`config.mk`:
```
export PLATFORM = sky130hd
export DESIGN_NAME = fetch_stage
export DESIGN_NICKNAME = d
export VERILOG_FILES = /design/src/rtl/fetch_pkg.sv /design/src/rtl/fetch_skid_buffer.sv /design/src/rtl/fetch_stage.sv
export SDC_FILE = /design/constraint.sdc
export NUM_CORES = 1
export LEC_CHECK = 0
export CAP_MARGIN = 30
export CORE_MARGIN = 3
export CORE_UTILIZATION = 45
export CTS_CLUSTER_SIZE = 20
export DETAILED_ROUTE_END_ITERATION = 12
export GPL_TIMING_DRIVEN = 0
export PLACE_DENSITY = 0.8
export SLEW_MARGIN = 40
export SYNTH_ARGS = -nofsm -noshare
export SYNTH_HDL_FRONTEND = slang
export SYNTH_HIERARCHICAL = 1
export SYNTH_SLANG_ARGS = --single-unit
```
`constraint.sdc`:
```
create_clock -name clock -period 2.5 [get_ports clock]
set_input_delay 0.5 -clock clock [delete_from_list [all_inputs] [get_ports clock]]
set_output_delay 0.5 -clock clock [all_outputs]
set_load 0.1 [all_outputs]
```
`src/rtl/fetch_pkg.sv`:
```
// -----------------------------------------------------------------------------
// fetch_pkg
// Shared types and constants for the instruction-fetch stage.
//   fetch_state_t : fetch sequencer states (BOOT / FETCH / HOLD)
//   ifid_entry_t  : one {instruction, pc} pair as held in IF/ID or the skid
//   PC_STEP       : byte distance between sequential instruction words
//   DEFAULT_BUBBLE_INST : MIPS nop, loaded into IF/ID as a bubble
// -----------------------------------------------------------------------------
package fetch_pkg;

  typedef enum logic [1:0] {
    BOOT  = 2'd0,
    FETCH = 2'd1,
    HOLD  = 2'd2
  } fetch_state_t;

  typedef struct packed {
    logic [31:0] inst;
    logic [31:0] pc;
  } ifid_entry_t;

  localparam logic [31:0] PC_STEP             = 32'd4;
  localparam logic [31:0] DEFAULT_BUBBLE_INST = 32'h0000_0000;

  // Instruction addresses are word addresses; the two byte-offset bits of an
  // externally supplied target are dropped.
  function automatic logic [31:0] word_align(input logic [31:0] addr);
    return {addr[31:2], 2'b00};
  endfunction

endpackage

```
`src/rtl/fetch_skid_buffer.sv`:
```
// -----------------------------------------------------------------------------
// fetch_skid_buffer
// One-entry holding register for an instruction that returned from memory
// while decode was stalled. Clear has priority over load.
// Ports:
//   clock, resetn : clock and asynchronous active-low reset
//   i_load        : capture i_entry and mark the buffer valid
//   i_clear       : drop the held entry
//   i_entry       : {inst, pc} to capture
//   o_valid       : buffer holds an entry
//   o_entry       : held {inst, pc}
// -----------------------------------------------------------------------------
module fetch_skid_buffer
  import fetch_pkg::*;
(
  input  logic        clock,
  input  logic        resetn,
  input  logic        i_load,
  input  logic        i_clear,
  input  ifid_entry_t i_entry,
  output logic        o_valid,
  output ifid_entry_t o_entry
);

  logic        r_valid;
  ifid_entry_t r_entry;

  always_ff @(posedge clock or negedge resetn) begin
    // NOTE: the payload is reset along with the valid bit; it is a single
    // register, not a RAM, so the reset costs nothing and keeps X out of IF/ID.
    if (!resetn) begin
      r_valid <= 1'b0;
      r_entry <= '0;
    end else if (i_clear) begin
      r_valid <= 1'b0;
    end else if (i_load) begin
      r_valid <= 1'b1;
      r_entry <= i_entry;
    end
  end

  assign o_valid = r_valid;
  assign o_entry = r_entry;

endmodule

```
`src/rtl/fetch_stage.sv`:
```
// -----------------------------------------------------------------------------
// fetch_stage
// Instruction-fetch stage: owns the fetch address, issues one word request at
// a time to a variable-latency instruction memory, and loads the IF/ID
// register consumed by decode. Handles decode stalls through a one-entry skid
// buffer and branch/jump redirects by squashing an in-flight request.
// Parameters:
//   RESET_PC    : first fetch address after reset
//   BUBBLE_INST : instruction word shown in IF/ID when it holds a bubble
// Ports:
//   clock, resetn          : clock, asynchronous active-low reset
//   imem_req / imem_addr   : request valid and word address (stable while waiting)
//   imem_ready / imem_rdata: memory completes the transfer / returned word
//   stall                  : decode cannot accept, IF/ID holds
//   redirect / redirect_pc : taken branch/jump and its target
//   dinst / dpc / dvalid   : IF/ID instruction, address, valid
// -----------------------------------------------------------------------------
module fetch_stage
  import fetch_pkg::*;
#(
  parameter logic [31:0] RESET_PC    = 32'h0000_0000,
  parameter logic [31:0] BUBBLE_INST = DEFAULT_BUBBLE_INST
) (
  input  logic        clock,
  input  logic        resetn,
  output logic        imem_req,
  output logic [31:0] imem_addr,
  input  logic        imem_ready,
  input  logic [31:0] imem_rdata,
  input  logic        stall,
  input  logic        redirect,
  input  logic [31:0] redirect_pc,
  output logic [31:0] dinst,
  output logic [31:0] dpc,
  output logic        dvalid
);

  fetch_state_t r_state;
  fetch_state_t w_state_nxt;

  logic [31:0] r_faddr;
  logic [31:0] r_tgt;
  logic        r_squash;
  logic [31:0] r_dinst;
  logic [31:0] r_dpc;
  logic        r_dvalid;

  logic        w_xfer;
  logic        w_skid_load;
  logic        w_skid_clear;
  logic        w_skid_valid;
  ifid_entry_t w_skid_out;
  logic [31:0] w_redirect_pc;

  // Ready only counts while a request is actually outstanding.
  assign w_xfer        = (r_state == FETCH) && imem_ready;
  assign w_redirect_pc = word_align(redirect_pc);

  // A returned word is parked only when it is on the correct path and decode
  // is stalled; a redirect or leaving HOLD empties the buffer.
  assign w_skid_load  = !redirect && w_xfer && !r_squash && stall;
  assign w_skid_clear = redirect || ((r_state == HOLD) && !stall);

  fetch_skid_buffer u_skid (
    .clock   (clock),
    .resetn  (resetn),
    .i_load  (w_skid_load),
    .i_clear (w_skid_clear),
    .i_entry ('{inst: imem_rdata, pc: r_faddr}),
    .o_valid (w_skid_valid),
    .o_entry (w_skid_out)
  );

  // State register.
  always_ff @(posedge clock or negedge resetn) begin
    // NOTE: sequential state uses non-blocking assignments so every register
    // samples pre-edge values, independent of block ordering.
    if (!resetn) r_state <= BOOT;
    else         r_state <= w_state_nxt;
  end

  // Next-state logic; a redirect always resumes fetching.
  always_comb begin
    // NOTE: the default-first assignment keeps this block free of latches.
    w_state_nxt = r_state;
    if (redirect) begin
      w_state_nxt = FETCH;
    end else begin
      unique case (r_state)
        BOOT:    w_state_nxt = FETCH;
        FETCH:   if (w_xfer && !r_squash && stall) w_state_nxt = HOLD;
        HOLD:    if (!stall) w_state_nxt = FETCH;
        default: w_state_nxt = BOOT;
      endcase
    end
  end

  // Outputs: a request is outstanding in every FETCH cycle.
  always_comb begin
    imem_req = (r_state == FETCH);
  end

  assign imem_addr = r_faddr;

  // Fetch address, pending redirect target and squash flag. While a request
  // is waiting its address must not move, so a redirect is parked in r_tgt
  // and applied when the doomed transfer completes.
  always_ff @(posedge clock or negedge resetn) begin
    if (!resetn) begin
      r_faddr  <= RESET_PC;
      r_tgt    <= '0;
      r_squash <= 1'b0;
    end else if (redirect) begin
      if ((r_state == FETCH) && !w_xfer) begin
        r_squash <= 1'b1;
        r_tgt    <= w_redirect_pc;
      end else begin
        r_faddr  <= w_redirect_pc;
        r_squash <= 1'b0;
      end
    end else if (w_xfer) begin
      if (r_squash) begin
        r_faddr  <= r_tgt;
        r_squash <= 1'b0;
      end else begin
        r_faddr  <= r_faddr + PC_STEP;
      end
    end
  end

  // IF/ID register. Any cycle decode accepts without a new instruction to
  // give it becomes a bubble; dpc keeps its last value in a bubble.
  always_ff @(posedge clock or negedge resetn) begin
    if (!resetn) begin
      r_dinst  <= BUBBLE_INST;
      r_dpc    <= '0;
      r_dvalid <= 1'b0;
    end else if (redirect) begin
      r_dinst  <= BUBBLE_INST;
      r_dvalid <= 1'b0;
    end else if (!stall) begin
      if (r_state == HOLD) begin
        r_dinst  <= w_skid_out.inst;
        r_dpc    <= w_skid_out.pc;
        r_dvalid <= w_skid_valid;
      end else if (w_xfer && !r_squash) begin
        r_dinst  <= imem_rdata;
        r_dpc    <= r_faddr;
        r_dvalid <= 1'b1;
      end else begin
        r_dinst  <= BUBBLE_INST;
        r_dvalid <= 1'b0;
      end
    end
  end

  assign dinst  = r_dinst;
  assign dpc    = r_dpc;
  assign dvalid = r_dvalid;

endmodule

```
==> metrics.txt, run 1 <==
result of the run completed; floorplan die height 147.8 um; Async SR Flop Fraction 100.0%; Layout Cell Area excl Fill 0.01123 mm2; commonest cells after routing, fill and taps aside dfrtp_1 (191), buf_2 (105), clkdlybuf4s50_1 (64); Final Instance Count excl. Fillers 1,215; endpoint class of the critical path flip-flop; count of mapped cells out of synthesis 749; iteration count of the initial detailed-routing pass 8; total negative setup slack 0 ns; number of DRC violations after detailed-routing iteration 0 752; worst reg2reg startpoint r_state[0]$_DFFE_PN0P_; area of the die 0.02185 mm2; post-layout min period 2.284 ns; number of antenna-violating nets in the routed design 0; worst min-delay path category flip-flop to flip-flop; slew margin rel. 50.56%; number of failing hold endpoints at the final stage 0; Arr. time, crit path 2.59 ns; cell leakage power 5.256 nW; routed length per placed instance 19.44 um; effective utilization at floorplan 46.19%; hold_ws 0.4802 ns; clock sinks 193; Total Wirelength 23,620 um; deepest level of the CTS H-tree 4; number of nets in the layout 1,006; number of top-level pins 167; Setup Skew 0.01062 ns; unrepaired setup endpoints after global routing no; Max Transition Viols Final 0; fraction of layout instances using a drive strength above 1 28.48%; final weighted congestion in routability-driven placement 0.8433; EDFF count, synth 0; first-pass GRT wire length 38,000 um; number of warnings reported in the yosys synthesis log 6; netlist area before placement 0.009049 mm2; total cell area at the placement stage 0.01062 mm2; maximum clock insertion buffer count 2; worst vdd ir 512.3 uV; clock input transition at the sequential cells of the worst setup and hold paths 0.08 ns; largest net degree at the start of global routing 57; highest clock frequency the design can meet 437.8 MHz; flops & latches, synth 193; Port Buf Inserts 162; TritonCTS clock tree yes; post-detail-place hpwl 16,670 um; distinct cell type count of the synthesized netlist 68; global routing usage summed across all routing layers 21.86%; Final setup violation count 0; power density of the placed cells 1074 mW/mm2; via count of the first global-routing pass 7,054; gr ovfl total 0; drt via density 5.677; critical path class primary input to flip-flop; Max-cap violations 0; initial antenna violation count 4; number of cell rows 51; clock tree root driver cell clkbuf_16; synthesized area per cell 12.08 um2; drt drc 0; Post-Place Setup Slack -0.6253 ns; worst-path maximum fanout 10; Crit path required time 2.81 ns; hold_sp dpc[15]$_DFFE_PN0P_; worst setup margin 0.2157 ns; Post-CTS Setup Repair Bufs 0; number of instances in the placed design 1,182; critical path startpoint category primary input; sequential cell area fraction in the yosys report 53.37%; start point of the critical path imem_ready; vias after detailed routing 6,898; clock buffers created by TritonCTS 17; flip-flop cell with the highest count after synthesis dfrtp_1; commonest non-fill, non-tap cell in the layout dfrtp_1; Area Growth Syn to Fin 24.12%; slew at the pin closest to its max-slew limit 0.7376 ns; horizontal die dimension 147.8 um; share of the clock period used by the worst path 91.37%; clock latency reported for the late side of the worst-skew pair 0.43 ns; core area 0.01959 mm2
-- critical path, cell delays in order --
cell and delay (ns):
clkdlybuf4s50_1 0.53, and3b_1 0.23, nand2_1 0.11, clkbuf_4 0.23, nor2_1 0.15, nor2b_4 0.18, buf_12 0.18, buf_12 0.17
mux2_4 0.30
-- logic make-up after synthesis --
kind of cell / after synthesis / synth area share [%]
AO/OA/AOI/OAI: 168 / 12.80
other: 1 / 0.04144
buffers and inverters: 89 / 5.711
adder cells (fa/ha/maj): 1 / 0.1383
flip-flops: 193 / 53.37
multiplexers: 126 / 17.71
XOR/XNOR: 15 / 1.452
AND/OR/NAND/NOR: 156 / 8.767
-- routing by layer --
metal / wire (um) / track usage (%) / up-vias
met2: 11030 / 34.62 / 299
li1: - / - / 3112
met5: 21 / 0 / -
met4: 497 / 7.596 / 4
met1: 9914 / 29.01 / 3435
met3: 2154 / 6.254 / 48
-- synthesized netlist by cell type (3+ instances only) --
cell type,instances,area [um2]
a21oi_1,19,95.09
a221oi_1,9,78.83
a222oi_1,35,350.3
a22oi_1,3,22.52
a31oi_1,3,18.77
and3_1,9,56.30
buf_12,7,140.1
buf_2,10,50.05
buf_4,5,37.54
buf_6,5,56.30
clkbuf_1,23,86.33
dfrtp_1,193,4830
inv_1,37,138.9
mux2_2,31,349.1
mux2_4,60,900.9
mux2i_1,33,330.3
nand2_1,61,229.0
nand2b_1,4,25.02
nand3_1,11,55.05
nand4_1,6,37.54
nor2_1,34,127.6
nor3_1,6,30.03
o21a_1,3,22.52
o21ai_0,37,185.2
o21ai_1,31,155.2
o22ai_1,6,37.54
o2bb2ai_1,3,26.28
xnor2_1,3,26.28
xor2_1,12,105.1
-- repair_timing --
action                                  CTS  global route
endpoints found under the setup margin   64            60
hold endpoints to repair                 36             0
hold buffers                              1             0
gates resized for setup                   3             3
-- worst paths after layout --
check                                            endpoint  depth (start not counted)  slack, ns
setup / recovery           u_skid/o_entry[32]$_DFFE_PN0P_                          9       0.22
max in group asynchronous  u_skid/o_entry[38]$_DFFE_PN0P_                          4       1.05
hold reg to reg                       dpc[15]$_DFFE_PN0P_                          2       0.48
min in group asynchronous              dpc[4]$_DFFE_PN0P_                          2       0.54
hold / removal                        dpc[15]$_DFFE_PN0P_                          2       0.48
setup reg to reg                       dvalid$_DFFE_PN0P_                          5       0.25
-- state kept, by name (all words and copies together) (netlist names) --
register and flops:
dvalid 1, u_skid/o_valid 1, imem_addr 30, u_skid/o_entry 64
dinst 32, r_state 2, r_squash 1, dpc 32
r_tgt 30
-- final cells by class --
class | count | area [um2]
diodes | 2 | 5.005
fillers | 1658 | 8359
well taps | 265 | 331.6
inverters | 38 | 142.6
clock buffers | 17 | 425.4
repair buffers | 166 | 1241
multi-input cells | 470 | 3716
flip-flops and latches | 193 | 4832
clock inverters | 14 | 160.2
plain buffers | 50 | 376.6
-- power breakdown --
group / total [mW] / internal (mW) / leakage [nW] / switching [mW]
sequential: 4.65 / 3.95 / 2.41 / 0.700
clock: 2.73 / 1.42 / 0.279 / 1.31
combinational: 4.69 / 1.31 / 2.57 / 3.38
total: 12.1 / 6.68 / 5.26 / 5.39
-- per-stage QoR --
| step | power (mW) | util [%] |
|---|---|---|
| 2_1_floorplan | 8.320 | - |
| 3_3_place_gp | 9.554 | 56.23 |
| 3_5_place_dp | 9.353 | 54.22 |
| 4_1_cts | 12.11 | 57.28 |
| 5_1_grt | 12.60 | 57.32 |
| 6_report | 12.07 | 57.33 |
No activity file was read; power rests on OpenSTA's default activity.
==> run 2, diff against run 1 <==
- CORE_ASPECT_RATIO: default -> 0.6
- CORE_MARGIN: 3 -> 5
- GPL_TIMING_DRIVEN: 0 -> default
==> run 2 against run 1 <==
  * Core utilization increased by 0.089 points
  * Clock power decreased by 2%
  * Cell count decreased by 0.74%
  * Register-to-register slack improved by 0.24 ns
  * Largest power group unchanged
  * Non-clock buffer count decreased by 16
  * Worst hold slack improved by 0.012 ns
  * Critical path type is now flip-flop to output port
  * Global-route usage decreased by 1.4 points
  * Critical endpoint is now imem_req
  * First-iteration DRC count decreased by 11%
  * Fmax increased by 9.3%
==> metrics.txt, run 2 (synthesized netlist as in run 1, its figures left out) <==
clock tree root driver cell clkbuf_16; number of flip-flops under the largest register name 64 (unchanged); power density of the placed cells 1074 mW/mm2 (about the same); result of the run completed; hold_ws 0.4920 ns (+0.01176 ns); final weighted congestion in routability-driven placement 0.8309 (-1.5%); number of antenna-violating nets in the routed design 0 (unchanged); routed length per placed instance 19.41 um (-0.12%); commonest cells after routing, fill and taps aside dfrtp_1 (191), buf_4 (125), clkdlybuf4s50_1 (65); Total Wirelength 23,410 um (-0.86%); vias after detailed routing 6,669 (-3.3%); floorplan die height 119.8 um (-19%); number of instances in the placed design 1,173 (-0.76%); clock buffers created by TritonCTS 17 (unchanged); share of the core filled with cells in the final layout 57.42% (+0.089 points); critical path class flip-flop to output port; Area Growth Syn to Fin 26.08%; commonest non-fill, non-tap cell in the layout dfrtp_1; Arr. time, crit path 1.59 ns (-1.00 ns); post-layout min period 2.090 ns (-0.1942 ns); number of DRC violations after detailed-routing iteration 0 668 (-11%); via count of the first global-routing pass 6,644 (-5.8%); worst setup margin 0.4099 ns (+0.1942 ns); slew at the pin closest to its max-slew limit 0.6170 ns (-0.1206 ns); chain of cells forming the critical path nand2b_1 > inv_1 > buf_4; worst min-delay path category flip-flop to flip-flop; Setup Skew 0.01204 ns (+0.001420 ns); number of top-level pins 167 (unchanged); Max Transition Viols Final 0 (unchanged); Crit path required time 2.00 ns (-0.81 ns); effective utilization at floorplan 45.54% (-0.65 points); initial antenna violation count 2 (-2); Layout Cell Area excl Fill 0.01141 mm2 (+1.6%); first-pass GRT wire length 37,120 um (-2.3%); highest clock frequency the design can meet 478.4 MHz (+9.3%); cell leakage power 5.285 nW (+0.54%); # diodes 0 (-2); gr ovfl total 0 (unchanged); drt drc 0 (unchanged); unrepaired setup endpoints after global routing no; Post-CTS Setup Repair Bufs 0 (unchanged); drt via density 5.530 (-2.6%); core area 0.01987 mm2 (+1.4%); number of failing hold endpoints at the final stage 0 (unchanged); worst-path maximum fanout 8 (-2); number of cell rows 40 (-22%); Final setup violation count 0 (unchanged); clock sinks 193 (unchanged); horizontal die dimension 193.1 um (+31%); slew margin rel. 58.82% (+8.3 points); post-detail-place hpwl 16,270 um (-2.4%); endpoint class of the critical path output port; number of nets in the layout 990 (-1.6%); TritonCTS clock tree yes; CP peak stage delay 0.45 ns (-0.08 ns); clock input transition at the sequential cells of the worst setup and hold paths 0.08 ns (about the same); reg2reg setup slack 0.49 ns (+0.24 ns); Post-Place Setup Slack 0.01360 ns (+0.6389 ns); iteration count of the initial detailed-routing pass 7 (-1); deepest level of the CTS H-tree 4 (unchanged); area of the die 0.02314 mm2 (+5.9%); standard cell with the maximum stage delay on the critical path dfrtp_1; Final Instance Count excl. Fillers 1,206 (-0.74%); Port Buf Inserts 162 (unchanged); Max-cap violations 0 (unchanged); critical path startpoint category flip-flop; largest net degree at the start of global routing 61 (+7.0%); global routing usage summed across all routing layers 20.46% (-1.4 points); maximum clock insertion buffer count 2 (unchanged); clock latency reported for the late side of the worst-skew pair 0.44 ns (about the same); total cell area at the placement stage 0.01083 mm2 (+1.9%); sum of internal, switching and leakage power 12.25 mW (+1.5%); total negative setup slack 0 ns (unchanged); worst vdd ir 858.6 uV (+68%); fraction of layout instances using a drive strength above 1 30.23% (+1.7 points); share of the clock period used by the worst path 83.61% (-7.8 points)
## run 2: worst paths after layout
check                                          from                         to  cells past startpoint
hold reg to reg                  dpc[6]$_DFFE_PN0P_         dpc[6]$_DFFE_PN0P_                      2
hold / removal                   dpc[6]$_DFFE_PN0P_         dpc[6]$_DFFE_PN0P_                      2
setup reg to reg           imem_addr[2]$_DFFE_PN0P_  imem_addr[20]$_DFFE_PN0P_                      7
min in group asynchronous                    resetn        dpc[28]$_DFFE_PN0P_                      2
max in group asynchronous                    resetn   imem_addr[3]$_DFFE_PN0P_                      3
setup / recovery             r_state[1]$_DFFE_PN0P_                   imem_req                      3
## run 2: what timing repair did
| action | CTS | global route |
|---|---|---|
| gates resized for setup | 0 | 0 |
| hold buffers | 1 | 0 |
| endpoints found under the hold margin | 31 | 0 |
## run 2: area by class of cell
type / instances / area, um2
inverter: 38 / 142.6
multi-input combinational: 470 / 3749
sequential: 193 / 4832
timing repair buffer: 200 / 1773
clock buffer: 17 / 425.4
fill: 1616 / 8461
tap: 273 / 341.6
clock inverter: 15 / 145.1
## run 2: report_power, final
| part | switching, mW | total, mW | internal [mW] | leakage, nW |
|---|---|---|---|---|
| Sequential | 0.737 | 4.69 | 3.95 | 2.41 |
| Combinational | 3.39 | 4.90 | 1.51 | 2.59 |
| Clock | 1.34 | 2.67 | 1.33 | 0.286 |
| Total | 5.46 | 12.3 | 6.79 | 5.29 |
## run 2: metal layers
layer | up-vias | GRT usage, % | routed length [um]
met5 | - | 0 | 27
met1 | 3353 | 32.08 | 11480
met3 | 16 | 5.407 | 1738
met2 | 225 | 28.44 | 9992
met4 | 4 | 4.156 | 179
li1 | 3071 | - | -
## run 2: worst max-delay path, delay by kind of cell, from the launching register on
kind                   cells  cell delay, ns
buffers and inverters      2            0.47
DFF                        1            0.45
and+or+nand+nor            1            0.23
==> run 3, diff against run 2 <==
- PLACE_DENSITY: 0.8 -> 0.83
- clock period: 2.5 -> 1.9 ns (I/O delays scaled with it)
==> run 3 against run 2 <==
  * Worst hold slack worse by 0.066 ns
  * Clock-buffer cell count is 1 higher
  * Die area stayed put
  * Power is 45% higher
  * Wire length is 10% higher
  * Via count is 6.6% higher
==> metrics.txt, run 3 (synthesized netlist as in run 1, its figures left out) <==
result of the run completed; endpoint class of the critical path flip-flop; number of instances in the placed design 1,199 (+2.2%); Max-cap violations 0 (unchanged); hold_ws 0.4259 ns (-0.06602 ns); worst-path maximum fanout 11 (+3); Max Transition Viols Final 0 (unchanged); largest net degree at the start of global routing 61 (unchanged); share of the clock period used by the worst path 97.84%; commonest cells after routing, fill and taps aside dfrtp_1 (165), buf_4 (87), buf_12 (72); fraction of layout instances using a drive strength above 1 36.23% (+6.0 points); maximum clock insertion buffer count 2 (unchanged); unrepaired setup endpoints after global routing yes; Area Growth Syn to Fin 40.17%; Reg power frac 35.5% (-2.7 points); cell leakage power 5.703 nW (+7.9%); power density of the placed cells 1396 mW/mm2 (+30%); post-detail-place hpwl 17,770 um (+9.2%); critical path class flip-flop to flip-flop; clock input transition at the sequential cells of the worst setup and hold paths 0.08 ns (about the same); number of top-level pins 167 (unchanged); share of total power in combinational logic 44.3% (+4.3 points); vias after detailed routing 7,112 (+6.6%); drt drc 0 (unchanged); Total Wirelength 25,800 um (+10%); Setup Skew 0.01011 ns (-0.001923 ns); Layout Cell Area excl Fill 0.01268 mm2 (+11%); area of the die 0.02314 mm2 (unchanged); Arr. time, crit path 2.18 ns (+0.59 ns); floorplan die height 119.8 um (unchanged); drt via density 5.735 (+3.7%); critical path startpoint category flip-flop; core area 0.01987 mm2 (unchanged); share of total power in the clock network 20.2% (-1.6 points); highest clock frequency the design can meet 538.0 MHz; number of cell rows 40 (unchanged); number of failing hold endpoints at the final stage 0 (unchanged); effective utilization at floorplan 45.54% (unchanged); final weighted congestion in routability-driven placement 0.8488 (+2.2%); Final Instance Count excl. Fillers 1,240 (+2.8%); total cell area at the placement stage 0.01192 mm2 (+10%); horizontal die dimension 193.1 um (unchanged); first-pass GRT wire length 40,120 um (+8.1%); internal power 10.23 mW (+51%); sequential cell area in the final layout 0.004920 mm2 (+1.8%); routed length per placed instance 20.81 um (+7.2%); clock latency reported for the late side of the worst-skew pair 0.44 ns (about the same); number of nets in the layout 1,023 (+3.3%); via count of the first global-routing pass 7,097 (+6.8%); Final setup violation count 0 (unchanged); worst vdd ir 875.6 uV (+2.0%); sum of internal, switching and leakage power 17.71 mW (+45%); iteration count of the initial detailed-routing pass 6 (-1); global routing usage summed across all routing layers 22.25% (+1.8 points); post-layout min period 1.859 ns; deepest level of the CTS H-tree 4 (unchanged); number of antenna-violating nets in the routed design 0 (unchanged); switching part of the total 42.22% (-2.4 points); number of filler cells placed in the layout 1,476 (-8.7%); area occupied by multi-input gates 0.003799 mm2 (+1.3%); number of DRC violations after detailed-routing iteration 0 659 (-1.3%); initial antenna violation count 3 (+1); clock buffers created by TritonCTS 17 (unchanged); clock sinks 193 (unchanged); TritonCTS clock tree yes; commonest non-fill, non-tap cell in the layout dfrtp_1; gr ovfl total 0 (unchanged); clock tree root driver cell clkbuf_16; Port Buf Inserts 162 (unchanged); Crit path required time 2.22 ns (+0.22 ns); worst min-delay path category primary input to async pin; net switching power 7.478 mW (+37%); number of flip-flops under the largest register name 64 (unchanged)
-- run 3: changes by cell type in the layout (fill, tap and decap cells not counted), sizes merged --
cell	change
inv	-3
clkinvlp	+4
diode	+1
buf	+31
clkbuf	+3
bufinv	+1
clkinv	-3
-- run 3: cell type report --
type,count,share of cell area [%]
flip-flops and latches,193,38.79
multi-input cells,470,29.95
repair buffers,233,22.80
clock buffers,18,3.463
well taps,273,2.693
inverters,38,1.154
clock inverters,14,1.134
diodes,1,0.01973
-- run 3: per-stage QoR --
step / setup slack, ns / TNS, ns / utilization [%]
final: 0.04109 / 0 / 63.83
after global routing: -0.008926 / -0.008926 / 63.82
after CTS: 0.01732 / 0 / 63.32
after detailed placement: -0.4285 / -50.76 / 59.98
after global placement: -0.3850 / -44.19 / 59.98
after floorplan: -0.02206 / -0.02206 / -
-- run 3: metal layers --
metal / GRT usage, % / wire [um] / vias to the layer above
met1: 34.06 / 12100 / 3542
met4: 5.217 / 324 / 4
li1: - / - / 3133
met5: 0 / 27 / -
met2: 31.55 / 10980 / 389
met3: 5.814 / 2368 / 44
-- run 3: power by group through the flow --
stage,Clock (mW),Combinational [mW],Sequential [mW]
finish,3.58,7.85,6.28
global route,3.84,8.15,6.40
CTS,3.64,7.83,6.26
detailed placement,0,7.80,6.30
global placement,0,7.65,6.26
floorplan,0,1.91,9.17
-- run 3: repair_timing --
| item | in CTS | in global routing |
|---|---|---|
| cloned | 1 | 2 |
| hold endpoints to repair | 35 | 0 |
| resized for setup | 4 | 13 |
| hold buffers | 1 | 0 |
| endpoints found under the setup margin | 64 | 48 |
| pin swaps | 0 | 1 |
| setup buffers | 3 | 2 |
-- run 3: final timing paths --
check | slack (ns) | cells after the start | to | startpoint
setup reg to reg | 0.04 | 6 | imem_addr[31]$_DFFE_PN0P_ | imem_addr[6]$_DFFE_PN0P_
hold reg to reg | 0.50 | 2 | dpc[31]$_DFFE_PN0P_ | dpc[31]$_DFFE_PN0P_
min in group clock | 0.50 | 2 | dpc[31]$_DFFE_PN0P_ | dpc[31]$_DFFE_PN0P_
setup / recovery | 0.04 | 6 | imem_addr[31]$_DFFE_PN0P_ | imem_addr[6]$_DFFE_PN0P_
hold / removal | 0.43 | 2 | dpc[23]$_DFFE_PN0P_ | resetn
max in group asynchronous | 0.85 | 3 | imem_addr[5]$_DFFE_PN0P_ | resetn
-- run 3: worst max-delay path: stages (launching register included) --
cell and delay (ns):
dfrtp_4 0.49, nand2_2 0.14, nor4_2 0.31, buf_4 0.25
and2_4 0.17, a31oi_1 0.08, a211o_1 0.29
